$ cat src/rtl/updi_break_detect.sv
`default_nettype none
// ============================================================================
// Module   : updi_break_detect
// Purpose  : Separates UPDI BREAK conditions from ordinary low bits on the raw
//            line and flags single and (with UPDI_BREAK_DOUBLE_EN) double breaks.
// Revision : 1.0 - initial release
// ============================================================================
module updi_break_detect #(
    parameter int BREAK_MIN_CLK = 50000,
    parameter int GAP_MAX_CLK   = 200000,
    parameter int SYNC_STAGES   = 2
) (
    input  logic       clk,
    input  logic       rst,
    input  logic       enable,
    input  logic       rx,
    output logic       in_break,
    output logic       break_det,
    output logic       double_break_det,
    output logic [7:0] break_count
);

    localparam int c_LOW_W = $clog2(BREAK_MIN_CLK + 1);
    localparam logic [c_LOW_W-1:0] c_LOW_MAX  = c_LOW_W'(BREAK_MIN_CLK);
    localparam logic [c_LOW_W-1:0] c_LOW_LAST = c_LOW_W'(BREAK_MIN_CLK - 1);
    localparam logic [c_LOW_W-1:0] c_LOW_ONE  = c_LOW_W'(1);

    generate
        if (BREAK_MIN_CLK < 2 || SYNC_STAGES < 2 || GAP_MAX_CLK < 1) begin : g_param_error
            $error("updi_break_detect: illegal parameter value");
        end
    endgenerate

    typedef enum logic [1:0] {
        S_IDLE  = 2'd0,
        S_LOW   = 2'd1,
        S_BREAK = 2'd2,
        S_GAP   = 2'd3
    } state_t;

    state_t               r_state;
    logic [SYNC_STAGES-1:0] r_sync;
    logic [c_LOW_W-1:0]   r_low_cnt;
    logic                 w_rx_s;

    // Synchroniser runs independently of enable; idle-high reset value.
    always_ff @(posedge clk) begin
        if (rst) begin
            r_sync <= '1;
        end else begin
            r_sync <= {r_sync[SYNC_STAGES-2:0], rx};
        end
    end

    assign w_rx_s = r_sync[SYNC_STAGES-1];

`ifdef UPDI_BREAK_DOUBLE_EN
    localparam int c_GAP_W = $clog2(GAP_MAX_CLK + 1);
    localparam logic [c_GAP_W-1:0] c_GAP_MAX  = c_GAP_W'(GAP_MAX_CLK);
    localparam logic [c_GAP_W-1:0] c_GAP_LAST = c_GAP_W'(GAP_MAX_CLK - 1);

    logic [c_GAP_W-1:0] r_gap_cnt;
    logic               r_armed;
`else
    assign double_break_det = 1'b0;
`endif

    always_ff @(posedge clk) begin
        if (rst) begin
            r_state     <= S_IDLE;
            r_low_cnt   <= '0;
            in_break    <= 1'b0;
            break_det   <= 1'b0;
            break_count <= 8'd0;
`ifdef UPDI_BREAK_DOUBLE_EN
            r_gap_cnt        <= '0;
            r_armed          <= 1'b0;
            double_break_det <= 1'b0;
`endif
        end else begin
            break_det <= 1'b0;
`ifdef UPDI_BREAK_DOUBLE_EN
            double_break_det <= 1'b0;
`endif
            if (!enable) begin
                r_state   <= S_IDLE;
                r_low_cnt <= '0;
                in_break  <= 1'b0;
`ifdef UPDI_BREAK_DOUBLE_EN
                r_gap_cnt <= '0;
                r_armed   <= 1'b0;
`endif
            end else begin
                case (r_state)
                    S_IDLE: begin
                        if (!w_rx_s) begin
                            r_state   <= S_LOW;
                            r_low_cnt <= c_LOW_ONE;
                        end
                    end

                    S_LOW: begin
                        if (w_rx_s) begin
                            // Too short for a break: an ordinary UART low bit.
                            r_state   <= S_IDLE;
                            r_low_cnt <= '0;
`ifdef UPDI_BREAK_DOUBLE_EN
                            r_armed   <= 1'b0;
`endif
                        end else begin
                            if (r_low_cnt != c_LOW_MAX) begin
                                r_low_cnt <= r_low_cnt + c_LOW_ONE;
                            end
                            if (r_low_cnt == c_LOW_LAST) begin
                                r_state  <= S_BREAK;
                                in_break <= 1'b1;
                            end
                        end
                    end

                    S_BREAK: begin
                        if (w_rx_s) begin
                            in_break  <= 1'b0;
                            break_det <= 1'b1;
                            r_low_cnt <= '0;
                            if (break_count != 8'hFF) begin
                                break_count <= break_count + 8'd1;
                            end
`ifdef UPDI_BREAK_DOUBLE_EN
                            r_state   <= S_GAP;
                            r_gap_cnt <= '0;
                            if (r_armed) begin
                                double_break_det <= 1'b1;
                                r_armed          <= 1'b0;
                            end else begin
                                r_armed <= 1'b1;
                            end
`else
                            r_state   <= S_IDLE;
`endif
                        end
                    end

`ifdef UPDI_BREAK_DOUBLE_EN
                    S_GAP: begin
                        if (!w_rx_s) begin
                            r_state   <= S_LOW;
                            r_low_cnt <= c_LOW_ONE;
                            r_gap_cnt <= '0;
                        end else if (r_gap_cnt == c_GAP_LAST) begin
                            // Gap too long: the pending half-pair is dropped.
                            r_state   <= S_IDLE;
                            r_gap_cnt <= c_GAP_MAX;
                            r_armed   <= 1'b0;
                        end else begin
                            r_gap_cnt <= r_gap_cnt + c_GAP_W'(1);
                        end
                    end
`endif

                    default: begin
                        r_state <= S_IDLE;
                    end
                endcase
            end
        end
    end

endmodule
`default_nettype wire

$ cat config.mk
export PLATFORM = sky130hd
export DESIGN_NAME = updi_break_detect
export DESIGN_NICKNAME = d
export VERILOG_FILES = /design/src/rtl/updi_break_detect.sv
export SDC_FILE = /design/constraint.sdc
export NUM_CORES = 1
export LEC_CHECK = 0
export ABC_CLOCK_PERIOD_IN_PS = 2100
export CAP_MARGIN = 0
export CORE_ASPECT_RATIO = 0.7
export CORE_UTILIZATION = 57
export CTS_CLUSTER_SIZE = 16
export DETAILED_ROUTE_END_ITERATION = 8
export HOLD_SLACK_MARGIN = 0.08
export PLACE_DENSITY = 0.79
export SLEW_MARGIN = 20
export SYNTH_ARGS = -nofsm -noshare
export SYNTH_HDL_FRONTEND = slang
export SYNTH_SLANG_ARGS = --single-unit
$ cat constraint.sdc
create_clock -name clk -period 2.1 [get_ports clk]
set_input_delay 0.42 -clock clk [delete_from_list [all_inputs] [get_ports clk]]
set_output_delay 0.42 -clock clk [all_outputs]
set_load 0.005 [all_outputs]
==> results.sh, run 1 <==
export IMPL_status="finished clean"
export IMPL_finalWirelength_um=4300
export IMPL_critical_path_cell_chain="ha_1 > and3_1 > nand2_4 > or4_1 > a31oi_1"
export IMPL_ys_flop_type="dfxtp_1"
export IMPL_io_buffer_count=13
export IMPL_period_needed_ns=1.94
export IMPL_final_nets=234
export IMPL_combPwrFrac_pct=5.5
export IMPL_seq_power_share_pct=53.8
export IMPL_worst_ir_drop_vdd_v=0.000434
export IMPL_dr_pass1_iters=5
export IMPL_p_int_mw=0.825
export IMPL_cts_hold_buf=0
export IMPL_grt_total_usage_pct=29.4
export IMPL_tightest_slew_ns=0.602
export IMPL_synth_largest_area_cell="dfxtp_1"
export IMPL_ys_seq_area_share_pct=33.9
export IMPL_cts_root_buf="clkbuf_8"
export IMPL_max_stage_delay_ns=0.50
export IMPL_seq_area_um2=601
export IMPL_netlist_instances=206
export IMPL_wl_per_cell_um=16.6
export IMPL_cts_setup_buffers=0
export IMPL_grt_pass1_vias=1544
export IMPL_synthTopCellsByArea="dfxtp_1 34%, ha_1 4.2%, nand2_1 4.2%"
export IMPL_clk_latency_ns=0.29
export IMPL_antenna_left=0
export IMPL_pwr_share_clk_pct=40.7
export IMPL_n_fill_cell=236
export IMPL_rsz0062_at_grt="no"
export IMPL_slew_headroom_pct=58.9
export IMPL_p_leak_nw=0.631
export IMPL_power_switching_mw=0.247
export IMPL_dieArea_um2=3340
export IMPL_crit_start="r_low_cnt[0]$_SDFFE_PP0P_"
export IMPL_finalSetupViolations=0
export IMPL_swShare_pct=23.0
export IMPL_core_area_um2=2860
export IMPL_die_w_um=68.6
export IMPL_cp_data_arrival_time_ns=2.15
export IMPL_async_reset_ff_share_pct=0
export IMPL_maxSlewViolCount=0
export IMPL_final_hold_viol_count=0
export IMPL_grt_max_degree=12
export IMPL_cts_tree="done"
export IMPL_hold_class="reg -> reg"
export IMPL_pre_cts_slack_ns=0.0220
export IMPL_cts_sinks=30
export IMPL_path_max_fanout=6
export IMPL_antenna_found_initial=0
export IMPL_cts_buffers_inserted=5
export IMPL_skew_ns=0.00975
export IMPL_cp_start_kind="flip-flop"
export IMPL_synth_edff_count=0
export IMPL_drc=0
export IMPL_grt_overflow=0
export IMPL_synth_avg_cell_area_um2=8.59
export IMPL_drive_above_1_share_pct=12.5
export IMPL_postCtsResizedCells=0
export IMPL_hpwl_um=3090
export IMPL_multi_input_area_um2=1050
export IMPL_cts_buffer_depth=2
export IMPL_rr_startpoint="r_low_cnt[0]$_SDFFE_PP0P_"
export IMPL_path_clk_slew_ns=0.07
export IMPL_ys_seq_elements=30
export IMPL_htreeDepth=2
export IMPL_yosysWarnings=0
export IMPL_synth_area_um2=1770
export IMPL_end_kind="flip-flop"
export IMPL_syn2layout_area_growth_pct=14.2
export IMPL_antenna_cells=0
export IMPL_placementRows=16
export IMPL_power_density_nw_per_um2=530
export IMPL_synth_top_area_share_pct=33.9
export IMPL_fin_crit_sh_pct=92.4
export IMPL_die_h_um=48.6
export IMPL_initial_utilization_pct=61.8
export IMPL_drv_cap=0
export IMPL_synth_nets=216
export IMPL_dr_total_vias=1696
export IMPL_ios=15
export IMPL_cp_data_required_time_ns=2.31
export IMPL_timing_setup_tns_ns=0
export IMPL_yosysUniqueCellTypes=53
export IMPL_drt_iter0_markers=215
export IMPL_path_class="reg -> reg"
export IMPL_fmax_ghz=0.516
export IMPL_setup_slack_ns=0.160
export IMPL_hp_start="r_sync[0]$_SDFF_PP1_"
export IMPL_critPathSlowestCell="or4_1"
export IMPL_gp_congestion=0.892
export IMPL_grt_pass1_wl_um=7200
export IMPL_via_per_inst=6.52
[state kept, by name (all words and copies together), names as in the netlist]
register,cells
break_det,1
break_count,8
in_break,1
r_sync,2
r_state,2
r_low_cnt,16
[logic make-up (layout without fill, tap and decap cells)]
kind of cell / after synthesis / after routing / share of synthesized area, %
other: 1 / 1 / 0.212
adders and majority gates: 6 / 6 / 4.24
and+or+nand+nor: 86 / 86 / 30.8
muxes: 4 / 4 / 2.33
buffers and inverters: 24 / 42 / 7.00
AOI/OAI and AO/OA: 53 / 53 / 20.5
xor gates and xnor gates: 2 / 2 / 0.990
DFF: 30 / 30 / 33.9
[cell usage after synthesis (5+ instances only)]
library cell,n
or4_1,6
dfxtp_1,30
inv_1,11
nor2_1,9
nand3_1,11
ha_1,6
o21ai_0,8
nand2_1,20
or3_1,5
a21oi_1,12
o211ai_1,6
a31oi_1,8
[layer usage]
metal  global-route usage [%]  vias up  routed length, um
met2                     38.9       66               1820
met4                     11.8        0                 76
met3                     7.55        8                284
li1                         -      810                  -
met1                     44.3      812               2120
met5                        0        -                  0
[cell type report]
class	instances	area share, %
clock buffers	7	3.77
inverters	11	2.04
flip-flops and latches	30	29.7
well taps	36	2.23
repair buffers	24	10.5
multi-input cells	152	51.7
[power by group through the flow]
stage	logic, mW	registers, mW	clock network, mW
4_1_cts	0.0576	0.577	0.443
6_report	0.0585	0.577	0.437
3_3_place_gp	0.0546	0.589	0
3_5_place_dp	0.0568	0.589	0
2_1_floorplan	0.0366	0.587	0
5_1_grt	0.0637	0.577	0.469
[metrics by stage]
stage	util [%]	total power, mW	instances	area (um^2)	hold WS (ns)
final	70.6	1.07	260	2020	0.437
after global routing	70.6	1.11	260	2020	0.469
after detailed placement	68.0	0.646	253	1950	0.429
after floorplan	-	0.623	206	1770	0.389
after CTS	70.6	1.08	260	2020	0.445
after global placement	68.0	0.643	253	1950	0.403
[worst max-delay path, delay by kind of cell, from the launching register on]
family	cells	cell delay, ns
fa+ha+maj	1	0.28
simple gates	3	0.97
compound gates	1	0.17
flops	1	0.45
[path summary, 6_finish.rpt]
check | to | slack [ns] | depth (start not counted)
worst max-delay path | r_low_cnt[10]$_SDFFE_PP0P_ | 0.16 | 5
worst min register to register | r_sync[1]$_SDFF_PP1_ | 0.44 | 1
worst max register to register | r_low_cnt[10]$_SDFFE_PP0P_ | 0.16 | 5
worst min-delay path | r_sync[1]$_SDFF_PP1_ | 0.44 | 1
[layout by cell type, fill, tap and decap left out, types with 2 or more instances in the layout]
cell type,n
a21oi_1,12
a311oi_1,4
a31oi_1,8
a41oi_1,3
and3_1,3
and4_1,4
buf_4,11
clkbuf_1,2
clkbuf_8,5
clkdlybuf4s50_1,13
dfxtp_1,30
ha_1,6
inv_1,11
mux2i_1,3
nand2_1,20
nand2b_1,2
nand3_1,11
nand3_2,2
nand4_1,4
nand4b_1,2
nand4bb_1,2
nor2_1,9
nor3_1,2
nor4_4,2
o211ai_1,6
o21ai_0,8
o31ai_1,3
or2_2,2
or3_1,5
or4_1,6
Note: power is estimated with default switching activity, not from simulation.
==> run 2, diff against run 1 <==
CELL_PAD_IN_SITES_DETAIL_PLACEMENT = 1   (was not set)
CELL_PAD_IN_SITES_GLOBAL_PLACEMENT = 2   (was not set)
CORE_UTILIZATION = 35   (was 57)
PLACE_DENSITY = not set   (was 0.79)
PLACE_DENSITY_LB_ADDON = 0.1   (was not set)
==> results.sh, run 2 (synthesis results as in run 1) <==
export IMPL_path_max_fanout=7
export IMPL_period_needed_ns=1.99
export IMPL_r2r_cells=6
export IMPL_timing_setup_tns_ns=0
export IMPL_postCtsResizedCells=0
export IMPL_initial_utilization_pct=36.8
export IMPL_layout_common_cells="30 x dfxtp_1, 20 x nand2_1, 13 x clkdlybuf4s50_1"
export IMPL_end_kind="flip-flop"
export IMPL_cts_tree="done"
export IMPL_cts_hold_buf=0
export IMPL_fin_area_um2=2090
export IMPL_hpwl_um=3550
export IMPL_cp_data_arrival_time_ns=2.19
export IMPL_antenna_left=0
export IMPL_slew_headroom_pct=65.0
export IMPL_min_to="r_sync[1]$_SDFF_PP1_"
export IMPL_htreeDepth=2
export IMPL_io_buffer_count=13
export IMPL_power_total_mw=1.12
export IMPL_r2r_slack_ns=0.11
export IMPL_drt_iter0_markers=53
export IMPL_skew_ns=0.00270
export IMPL_grt_total_usage_pct=19.3
export IMPL_finalWirelength_um=4840
export IMPL_antenna_cells=0
export IMPL_maxSlewViolCount=0
export IMPL_ios=15
export IMPL_power_density_nw_per_um2=537
export IMPL_finalSetupViolations=0
export IMPL_cp_start_kind="flip-flop"
export IMPL_r2r_end="r_low_cnt[15]$_SDFFE_PP0P_"
export IMPL_dr_pass1_iters=4
export IMPL_largest_reg_flops=16
export IMPL_worst_ir_drop_vdd_v=0.000232
export IMPL_cts_buffers_inserted=5
export IMPL_p_leak_nw=0.646
export IMPL_reg_largest_list="r_low_cnt (16), break_count (8)"
export IMPL_fmax_ghz=0.503
export IMPL_cts_setup_buffers=0
export IMPL_drv_cap=0
export IMPL_rr_startpoint="r_state[0]$_SDFFE_PP0P_"
export IMPL_grt_pass1_wl_um=7850
export IMPL_syn2layout_area_growth_pct=18.1
export IMPL_via_per_inst=5.67
export IMPL_die_h_um=61.5
export IMPL_hp_start="r_sync[0]$_SDFF_PP1_"
export IMPL_cts_root_buf="clkbuf_8"
export IMPL_drive_above_1_share_pct=14.2
export IMPL_cp_data_required_time_ns=2.30
export IMPL_dieArea_um2=5350
export IMPL_die_w_um=87.0
export IMPL_antenna_found_initial=0
export IMPL_grt_pass1_vias=1584
export IMPL_cts_sinks=30
export IMPL_final_hold_viol_count=0
export IMPL_placementRows=21
export IMPL_path_class="reg -> reg"
export IMPL_rsz0062_at_grt="no"
export IMPL_final_nets=235
export IMPL_hold_class="reg -> reg"
export IMPL_fin_crit_sh_pct=94.6
export IMPL_whs_path_depth=1
export IMPL_tightest_slew_ns=0.512
export IMPL_wl_per_cell_um=16.4
export IMPL_placed_area_um2=1990
export IMPL_grt_overflow=0
export IMPL_path_clk_slew_ns=0.07
export IMPL_largest_register="r_low_cnt"
export IMPL_drc=0
export IMPL_gp_congestion=0.752
export IMPL_clk_latency_ns=0.28
export IMPL_status="finished clean"
export IMPL_dr_total_vias=1674
export IMPL_final_common_cell="dfxtp_1"
export IMPL_core_area_um2=4810
export IMPL_grt_max_degree=14
export IMPL_n_fill_cell=581
export IMPL_cts_buffer_depth=2
run 2: changes by cell type in the layout (fill, tap and decap cells not counted), sizes merged:
cell | before | now
buf | 11 | 12
clkinv | 0 | 1
run 2: layout make-up:
cell class | count | area (um^2) | share of cell area, %
Sequential cell | 30 | 601 | 28.7
Clock buffer | 7 | 86.3 | 4.13
Inverter | 11 | 41.3 | 1.97
Tap cell | 69 | 86.3 | 4.13
Timing Repair Buffer | 25 | 220 | 10.5
Clock inverter | 1 | 5.00 | 0.239
Multi-Input combinational cell | 152 | 1050 | 50.3
run 2: through the flow:
step | util (%) | std cells | setup WS, ns | hold WS (ns)
2_1_floorplan | - | 206 | 0.311 | 0.389
3_3_place_gp | 41.5 | 287 | 0.0857 | 0.391
5_1_grt | 43.5 | 295 | 0.0163 | 0.421
6_report | 43.5 | 295 | 0.112 | 0.410
3_5_place_dp | 41.5 | 287 | 0.0437 | 0.397
4_1_cts | 43.4 | 295 | 0.117 | 0.413
run 2: where the power goes:
group / internal, mW / switching, mW
Combinational: 0.0256 / 0.0347
Sequential: 0.572 / 0.00435
Clock: 0.264 / 0.221
Total: 0.862 / 0.260
run 2: worst max-delay path by stage:
| stage | end | startpoint |
|---|---|---|
| floorplan | r_low_cnt[0]$_SDFFE_PP0P_ | r_state[0]$_SDFFE_PP0P_ |
| global placement | break_count[5]$_SDFFE_PP0P_ | enable |
| detailed placement | break_count[7]$_SDFFE_PP0P_ | enable |
| CTS | r_low_cnt[13]$_SDFFE_PP0P_ | r_state[0]$_SDFFE_PP0P_ |
| global route | r_low_cnt[15]$_SDFFE_PP0P_ | r_state[0]$_SDFFE_PP0P_ |
| finish | r_low_cnt[15]$_SDFFE_PP0P_ | r_state[0]$_SDFFE_PP0P_ |
run 2: routing by layer:
metal	global-route usage, %	share of wire, %	routed length [um]
met5	0	0	0
met4	6.19	0.70	34
met3	4.29	3.3	160
met2	32.5	46	2240
met1	25.2	50	2410
run 2: worst max-delay path, cell delays in order, from the launching register on:
cell and delay (ns):
dfxtp_1 0.39, inv_1 0.08, ha_1 0.29, and4bb_1 0.38, nand3_1 0.17, or3_1 0.39, a41oi_1 0.21
